<file path="src/rtl/gcd_requester.sv">
// rtl/gcd_requester.sv - host-side request/response driver for the GCD control unit and datapath
// Rejects zero operands up front and aborts a run that never completes.
module gcd_requester #(
  parameter int WIDTH   = 8,
  parameter int TIMEOUT = 1023
) (
  input  logic             clk,
  input  logic             reset_n,
  input  logic             req_valid,
  output logic             req_ready,
  input  logic [WIDTH-1:0] req_x,
  input  logic [WIDTH-1:0] req_y,
  output logic             go_o,
  output logic [WIDTH-1:0] x_o,
  output logic [WIDTH-1:0] y_o,
  input  logic             done_i,
  input  logic [WIDTH-1:0] d_i,
  output logic             rsp_valid,
  input  logic             rsp_ready,
  output logic [WIDTH-1:0] rsp_d,
  output logic             rsp_err,
  output logic             busy
);

  localparam int TW = $clog2(TIMEOUT + 1);
  // Timer counts completed WAIT cycles, so the last allowed cycle sees TIMEOUT-1.
  localparam logic [TW-1:0] TLAST = TW'(TIMEOUT - 1);

  typedef enum logic [1:0] {S_IDLE, S_ISSUE, S_WAIT, S_RESP} state_t;

  state_t        state;
  state_t        state_nx;
  logic [TW-1:0] timer;
  logic          accept;
  logic          zero_op;
  logic          timed_out;

  assign accept    = req_valid && req_ready;
  assign zero_op   = (req_x == '0) || (req_y == '0);
  assign timed_out = (timer == TLAST);

  always_ff @(posedge clk or negedge reset_n) begin
    if (!reset_n) begin
      state <= S_IDLE;
    end else begin
      state <= state_nx;
    end
  end

  always_comb begin
    state_nx = state;
    case (state)
      S_IDLE:  if (accept) state_nx = zero_op ? S_RESP : S_ISSUE;
      S_ISSUE: state_nx = S_WAIT;
      S_WAIT:  if (done_i || timed_out) state_nx = S_RESP;
      S_RESP:  if (rsp_ready) state_nx = S_IDLE;
      default: state_nx = S_IDLE;
    endcase
  end

  // Every output is a flop driven from the next state, so none sees an input combinationally.
  always_ff @(posedge clk or negedge reset_n) begin
    if (!reset_n) begin
      req_ready <= 1'b0;
      busy      <= 1'b0;
      go_o      <= 1'b0;
      rsp_valid <= 1'b0;
      rsp_err   <= 1'b0;
      rsp_d     <= '0;
      x_o       <= '0;
      y_o       <= '0;
      timer     <= '0;
    end else begin
      req_ready <= (state_nx == S_IDLE);
      busy      <= (state_nx != S_IDLE);
      go_o      <= (state_nx == S_ISSUE);
      rsp_valid <= (state_nx == S_RESP);
      if (state == S_IDLE && accept) begin
        x_o <= req_x;
        y_o <= req_y;
        if (zero_op) begin
          rsp_d   <= '0;
          rsp_err <= 1'b1;
        end
      end
      if (state == S_ISSUE) begin
        timer <= '0;
      end
      if (state == S_WAIT) begin
        timer <= timer + 1'b1;
        if (done_i) begin
          rsp_d   <= d_i;
          rsp_err <= 1'b0;
        end else if (timed_out) begin
          rsp_d   <= '0;
          rsp_err <= 1'b1;
        end
      end
    end
  end

endmodule

</file>
<file path="config.mk">
export PLATFORM = sky130hd
export DESIGN_NAME = gcd_requester
export DESIGN_NICKNAME = d
export VERILOG_FILES = /design/src/rtl/gcd_requester.sv
export SDC_FILE = /design/constraint.sdc
export NUM_CORES = 1
export LEC_CHECK = 0
export CAP_MARGIN = 10
export CORE_MARGIN = 1.5
export CORE_UTILIZATION = 51
export CTS_CLUSTER_SIZE = 10
export DETAILED_ROUTE_END_ITERATION = 7
export GPL_ROUTABILITY_DRIVEN = 0
export PLACE_DENSITY_LB_ADDON = 0.05
export SETUP_SLACK_MARGIN = 0.3
export SLEW_MARGIN = 20
export SYNTH_ARGS = -nofsm -noshare
export SYNTH_HDL_FRONTEND = slang
export SYNTH_SLANG_ARGS = --single-unit
</file>
<file path="constraint.sdc">
create_clock -name clk -period 2.48 [get_ports clk]
set_input_delay 0.496 -clock clk [delete_from_list [all_inputs] [get_ports clk]]
set_output_delay 0.496 -clock clk [all_outputs]
set_load 0.05 [all_outputs]
</file>
# == Word-level counts from Yosys, hierarchy flattened ==
# Cells that the tools add are included.
# Widths: inputs -> output; s select.
# op_classes
addsub,1
n_eq_ne,6
muxes,17
reduce_logical,10
# ops
op,n
$mux 8,5
$mux 10,2
$logic_not 8->1,2
$add 10x1->10 const B,1
$eq 10x10->1 const B,1
$mux 2,4
$pmux 2 s4,1
$eq 2x2->1 const B,3
$mux 1,5
$eq 2x1->1 const B,2
$logic_not 2->1,2
$reduce_bool 2->1,2
$logic_and 1x1->1,2
$logic_or 1x1->1,2
# word_totals
regBits,41
in_bits,29
out_inout_bits,29
elab_cells,44

# == Longest topological paths before layout ==
# Gate-level depths: netlist of the first run.
# logic_depth
word_depth,7
ltp_mapped,7
depth_no_buf,6

# == Least setup slack after synthesis of the first run ==
# No wires, ideal clock.
# synth_path
path_type,flip-flop to flip-flop
startpoint,reg req_ready
endpoint,reg x_o[0]
setup_ns,0.125
arrival_ns,1.515
required_time_ns,2.355
path_slack_ns,0.841
path_stages_with_launch,5
path_buffers,1
period_less_slack_ns,1.639
cell_sequence,dfrtp_1 and2_2 nand2_2 buf_4 mux2_2
# synth_between
elab_chain_len,2
# synth_rtl
item,line_no,rtl
"start, declared",10,"output logic req_ready,"
"start signal, assigned",74,req_ready <= (state_nx == S_IDLE);
$logic_and 1x1->1,38,assign accept = req_valid && req_ready;
$logic_and 1x1->1,78,if (state == S_IDLE && accept) begin
"end signal, assigned",79,x_o <= req_x;
"end, declared",14,"output logic [WIDTH-1:0] x_o,"
# No other way between the ends.
# A chain may end at the register's enable or synchronous reset.

# == Worst setup path in the final report of the first run ==
# layout_path
startpoint,reg rsp_err
endpoint,out rsp_err
# layout_rtl
item,line_no,rtl
"start, declared",21,"output logic rsp_err,"
"start signal, assigned",68,rsp_err <= 1'b0;
"start signal, assigned",83,rsp_err <= 1'b1;
"start signal, assigned",93,rsp_err <= 1'b0;
# No word-level cell between the ends.

==> metrics.md, run 1 <==
| Metric | Value |
|---|---|
| Share of layout cells above drive strength 1 | `0.181` |
| Cts repair resizes | `0` |
| Initial Utilization | `0.538` |
| Vias in the first global route | `1519` |
| Vias | `1530` |
| CTS Sinks | `41` |
| Buf+Inv Stages, Crit Path | `1` |
| Area occupied by multi-input gates | `882 µm²` |
| H-Tree Level Count | `2` |
| Post-Syn Nets | `212` |
| Setup bufs post-CTS | `0` |
| Minimum clock period | `1.96 ns` |
| Yosys warns | `0` |
| Crit path from | `rsp_err` |
| GRT Total Usage | `0.221` |
| Switching power total | `1.73 mW` |
| Power share of the sequential group | `0.289` |
| Cells along the critical path | `clkdlybuf4s50_1` |
| Final WS setup | `0.515 ns` |
| WL met3 | `189 µm` |
| Final core utilization | `0.725` |
| Seq/Total Area, Yosys | `0.513` |
| # port buffers | `57` |
| Mux cell area share after synthesis | `0.0951` |
| CTS Root Cell | `clkbuf_8` |
| # rows | `22` |
| Post-synth ARST share | `1.00` |
| Max-cap viol count | `0` |
| Hold Violations, Final | `0` |
| Antenna violations before repair | `0` |
| CTS Hold Bufs | `0` |
| Final TNS setup | `0 ns` |
| First-pass GRT wire length | `7.03 mm` |
| Setup WS pre-CTS | `0.388 ns` |
| 1st-pass router iterations | `4` |
| VDD IR max | `935 µV` |
| Clock tree from TritonCTS | `yes` |
| Main synth FF type | `dfrtp_1` |
| Final period util | `0.792` |
| Synth Register Bits | `41` |
| Post-DR wirelength/cell | `14.5 µm` |
| Comb power frac | `0.586` |
| Fin cells | `285` |
| Layout area overhead | `34.8%` |
| Setup violators final | `0` |
| Fill count | `278` |
| Dpl hpwl | `3.04 mm` |
| Mapped Area | `0.00200 mm²` |
| Routed Antenna Nets | `0` |
| Slew margin rel. | `0.416` |
| Total CTS buffers | `5` |
| Met1 Wirelength | `1.77 mm` |
| Die width | `65.6 µm` |
| XOR/XNOR Fraction of Synth Area | `0.0131` |
| Mapped Avg Cell Area | `11.4 µm²` |
| Core ar. | `0.00372 mm²` |
| Total power | `3.71 mW` |
| Outcome | `complete, no violations` |
| Drt initial violations | `84` |
| Crit path max-delay family | `buffers and inverters` |
| Max stage delay cell, worst path | `clkdlybuf4s50_1` |
| Clk network pwr share | `0.125` |
| Maximum clock insertion buffer count | `2` |
| Final #Nets | `272` |
| Worst Tran Pin Value | `0.877 ns` |
| Worst EP required | `1.98 ns` |
| CP max FO | `2` |
| Final Cell Area | `0.00270 mm²` |
| Routed wire length | `4.14 mm` |
| CP Capture Type | `output port` |
| Worst EP arrival | `1.47 ns` |
| Die H | `65.6 µm` |
| Largest family of logic cells by synthesized area | `simple AND/OR/NAND/NOR gates` |
| Die area | `0.00431 mm²` |
| LEAKAGE | `1.19 nW` |
| Adder-cell area share of the yosys netlist | `0.0438` |
| Register clock-pin slew on the reported worst setup and hold paths | `0.07 ns` |
| Placed cell area | `0.00259 mm²` |
| Total internal power | `1.98 mW` |
| Vias per cell | `5.37` |
| Number of synthesized flops with an enable pin | `0` |
| Max incr delay on CP | `0.81 ns` |
| FMAX | `0.509 GHz` |
| Post-synthesis compound-gate area fraction | `0.125` |
| Mapped Cells | `176` |
| Slew Limit Fails | `0` |
| Unrepaired setup endpoints after global routing | `no` |
| Simple-Gate Fraction of Synth Area | `0.165` |
| Clk Latency, worst-skew pair | `0.29 ns` |
| Crit start category | `flip-flop` |
| # IOs | `58` |
| Largest net degree at the start of global routing | `42` |
| FF-to-FF Start | `state[0]` |
| Top Metal Used | `met4` |
| # diodes | `0` |
| Skew final | `0.00496 ns` |
| WS Path Type | `reg -> out` |
| Met2 WL | `2.11 mm` |
| Residual DRC | `0` |
| Final hold slack | `0.322 ns` |
| Hold WC Path Type | `in -> async` |
| Placed insts | `277` |
| Register area | `0.00103 mm²` |
| Cell Pwr Density | `1380 mW/mm²` |
| Grt total ovfl | `0` |
| Switching share of total power | `0.466` |
| Post-synthesis cell type count | `40` |
## path summary, 6_finish.rpt
path	slack, ns	end	cells past startpoint
hold reg to reg	0.51	x_o[7]	1
setup / recovery	0.52	rsp_err	1
max in group asynchronous	1.62	x_o[0]	1
hold / removal	0.32	timer[9]	1
setup reg to reg	0.62	rsp_d[4]	6
min in group clk	0.51	x_o[7]	1
## kinds of logic (layout without fill, tap and decap cells)
| logic type | count (synthesis) | in the layout |
|---|---|---|
| flip-flops | 41 | 41 |
| XOR/XNOR | 3 | 3 |
| multiplexers | 17 | 17 |
| AO/OA/AOI/OAI | 27 | 27 |
| AND/OR/NAND/NOR | 62 | 62 |
| buffers and inverters | 19 | 80 |
| adder cells (fa/ha/maj) | 7 | 7 |
## flip-flops by register name (all words and copies together), names as in the netlist
register,count
x_o,8
req_ready,1
y_o,8
state,2
rsp_d,8
go_o,1
rsp_err,1
busy,1
timer,10
rsp_valid,1
## power by group through the flow
stage	logic (mW)	clock network [mW]	registers [mW]
after global routing	2.31	0.513	1.10
after global placement	2.14	0	1.07
after CTS	2.19	0.482	1.08
final	2.17	0.466	1.07
after detailed placement	2.18	0	1.09
after floorplan	0.758	0	1.84
## placed cells by master (no fill, tap or decap), drive strengths merged, types with 2 or more instances in the layout
cell type       n
a21o            4
a21oi           3
and2            2
and4            2
buf             2
clkbuf          7
clkdlybuf4s50  56
dfrtp          41
ha              7
inv            14
mux2           16
nand2          23
nand2b          2
nand3           8
nor2            6
nor2b           2
nor3            7
nor4            7
o21ai           6
o31ai           8
xnor2           2
## layout make-up
cell class | count | share of cell area
clock buffer | 7 | 0.0357
clock inverter | 1 | 0.00186
inverter | 14 | 0.0195
multi-input combinational | 116 | 0.327
sequential | 41 | 0.381
tap | 48 | 0.0223
timing repair buffer | 58 | 0.213
## worst register-to-register path, cell delays in order, from the launching register on
cell	delay, ns
dfrtp_1	0.44
inv_1	0.12
ha_1	0.24
nand3_1	0.14
nor4_4	0.22
nand2b_1	0.45
o31ai_2	0.12
## layer usage
metal | vias to the layer above | GRT usage
met1 | 747 | 0.277
li1 | 732 | -
met3 | 6 | 0.0565
met2 | 45 | 0.369
met5 | - | 0
met4 | 0 | 0.0781
## cells in the mapped netlist (all sizes together), types with 3 or more instances
library cell   n  area, µm²
ha             7       87.6
dfrtp         41       1030
a21o           4       31.3
nand3          8       45.0
nor4           7       58.8
nor3           7       35.0
inv           14       52.6
nor2           6       22.5
buf            4       35.0
mux2          16        180
nand2         23       91.3
a21oi          3       26.3
o31ai          8        100
o21ai          6       30.0
(Power assumes the default switching activity.)
==> inputs of run 2 (changes only) <==
- CORE_UTILIZATION: 51 -> 47
- clock period: 2.48 -> 1.9 ns (I/O delays scaled with it)
==> metrics.md, run 2 (synthesis gave the netlist of run 1 again) <==
| Metric | Value |
|---|---|
| Placed cell area | `0.00267 mm² (+3.0%)` |
| Setup WS pre-CTS | `0.0403 ns (-0.348 ns)` |
| VDD IR max | `1100 µV (+18%)` |
| Worst Tran Pin Value | `0.788 ns (-0.0887 ns)` |
| R2R setup slack | `0.25 ns (-0.37 ns)` |
| Routed wire length | `4.77 mm (+15%)` |
| # port buffers | `57 (unchanged)` |
| Antenna violations before repair | `0 (unchanged)` |
| 1st-pass router iterations | `4 (unchanged)` |
| Most frequent cells in the layout | `dfrtp_1 (38), clkdlybuf4s50_1 (27), nand2_1 (20)` |
| Skew final | `0.00434 ns (-0.000617 ns)` |
| Total CTS buffers | `5 (unchanged)` |
| Vias in the first global route | `1576 (+3.8%)` |
| H-Tree Level Count | `2 (unchanged)` |
| Vias per cell | `5.31 (-1.1%)` |
| Routed Antenna Nets | `0 (unchanged)` |
| Final WS setup | `0.246 ns (-0.270 ns)` |
| Vias | `1604 (+4.8%)` |
| Share of layout cells above drive strength 1 | `0.329 (+0.148)` |
| Max-cap viol count | `0 (unchanged)` |
| WS Path Type | `reg -> reg` |
| # IOs | `58 (unchanged)` |
| Met1 Wirelength | `2.01 mm (+13%)` |
| FMAX | `0.605 GHz` |
| LEAKAGE | `1.33 nW (+12%)` |
| Cell Pwr Density | `1760 mW/mm² (+28%)` |
| Flip-flop count of the largest register after layout | `10 (unchanged)` |
| Minimum clock period | `1.65 ns` |
| CTS Root Cell | `clkbuf_8` |
| Reg2reg end | `req_ready` |
| Setup violators final | `0 (unchanged)` |
| Biggest register | `timer` |
| Final #Nets | `287 (+5.5%)` |
| Hold WC Path Type | `in -> async` |
| Final hold slack | `0.162 ns (-0.160 ns)` |
| Initial Utilization | `0.493 (-0.0453)` |
| Clock tree from TritonCTS | `yes` |
| Unrepaired setup endpoints after global routing | `yes` |
| Outcome | `complete, no violations` |
| Slew margin rel. | `0.475 (+0.0591)` |
| Die width | `68.2 µm (+4.0%)` |
| Crit start category | `flip-flop` |
| # diodes | `0 (unchanged)` |
| Hold Violations, Final | `0 (unchanged)` |
| Fill count | `269 (-3.2%)` |
| Layout area overhead | `49.6%` |
| Die area | `0.00465 mm² (+8.1%)` |
| # rows | `23 (+4.5%)` |
| Slew Limit Fails | `0 (unchanged)` |
| Drt initial violations | `47 (-44%)` |
| Dpl hpwl | `3.28 mm (+8.1%)` |
| CTS Sinks | `41 (unchanged)` |
| R2r worst-path depth | `4 (-2)` |
| CP Capture Type | `flip-flop` |
| WL met3 | `235 µm (+24%)` |
| Worst EP required | `2.12 ns (+0.14 ns)` |
| Met2 WL | `2.45 mm (+16%)` |
| First-pass GRT wire length | `7.12 mm (+1.3%)` |
| Commonest non-fill, non-tap cell in the layout | `dfrtp_1` |
| Final period util | `0.871` |
| Final Cell Area | `0.00299 mm² (+11%)` |
| Grt total ovfl | `0 (unchanged)` |
| GRT Total Usage | `0.211 (-0.00946)` |
| Clk Latency, worst-skew pair | `0.29 ns (about the same)` |
| Largest net degree at the start of global routing | `37 (-12%)` |
| FF-to-FF Start | `state[1]` |
| CP max FO | `5 (+3)` |
| Post-DR wirelength/cell | `15.8 µm (+8.9%)` |
| Register clock-pin slew on the reported worst setup and hold paths | `0.08 ns (about the same)` |
| Final TNS setup | `0 ns (unchanged)` |
| Core ar. | `0.00406 mm² (+9.2%)` |
| Maximum clock insertion buffer count | `2 (unchanged)` |
| Worst EP arrival | `1.88 ns (+0.41 ns)` |
| Die H | `68.2 µm (+4.0%)` |
| Top Metal Used | `met4` |
| Residual DRC | `0 (unchanged)` |
==> run 2: cell count changes in the layout (fill, tap and decap cells not counted), moves of 5 or more <==
cell             change
buf_4               +13
clkdlybuf4s15_1      +9
nor4_1               -5
dlygate4sd2_1       +19
nor4_2               +5
clkdlybuf4s50_1     -29
==> run 2: where the power goes <==
group          leakage [nW]  switching (mW)  internal [mW]
combinational         0.763            1.99           1.16
sequential            0.513           0.185           1.21
clock                0.0585           0.298          0.428
==> run 2: worst max path at each step <==
stage | start | end | slack [ns] | cells past startpoint
after global routing | state[1] | req_ready | 0.19 | 4
after global placement | req_x[5] | rsp_d[4] | 0.06 | 6
after detailed placement | req_x[5] | rsp_err | 0.04 | 6
after CTS | state[0] | rsp_d[5] | 0.29 | 6
final | state[1] | req_ready | 0.25 | 4
after floorplan | state[0] | req_ready | 0.31 | 6
==> run 2: metrics by stage <==
stage	util	std cells	power, mW
2_1_floorplan	-	176	3.40
3_3_place_gp	0.659	286	4.25
3_5_place_dp	0.659	286	4.34
4_1_cts	0.685	294	4.91
5_1_grt	0.737	302	5.55
6_report	0.737	302	5.26
==> run 2: metal layers <==
layer,vias up,GRT usage
met3,7,0.0510
li1,761,-
met4,0,0.0875
met5,-,0
met2,51,0.363
met1,785,0.252
==> run 2: critical path: stages, from the launching register on <==
cell,delay (ns)
dfrtp_2,0.46
ha_4,0.20
and2_1,0.20
o41ai_4,0.49
a21boi_2,0.23
==> run 2: layout make-up <==
type,instances,area [µm²],share of cell area
inverters,14,52.6,0.0176
repair buffers,73,688,0.230
flip-flops and latches,41,1030,0.344
clock inverters,1,30.0,0.0100
well taps,50,62.6,0.0209
multi-input cells,116,1040,0.348
clock buffers,7,86.3,0.0289
==> run 2: timing repair <==
item	CTS	global route
setup endpoints to repair	41	31
hold buffers	0	0
gates resized for setup	33	37
setup buffers	0	8
pin swaps	0	9
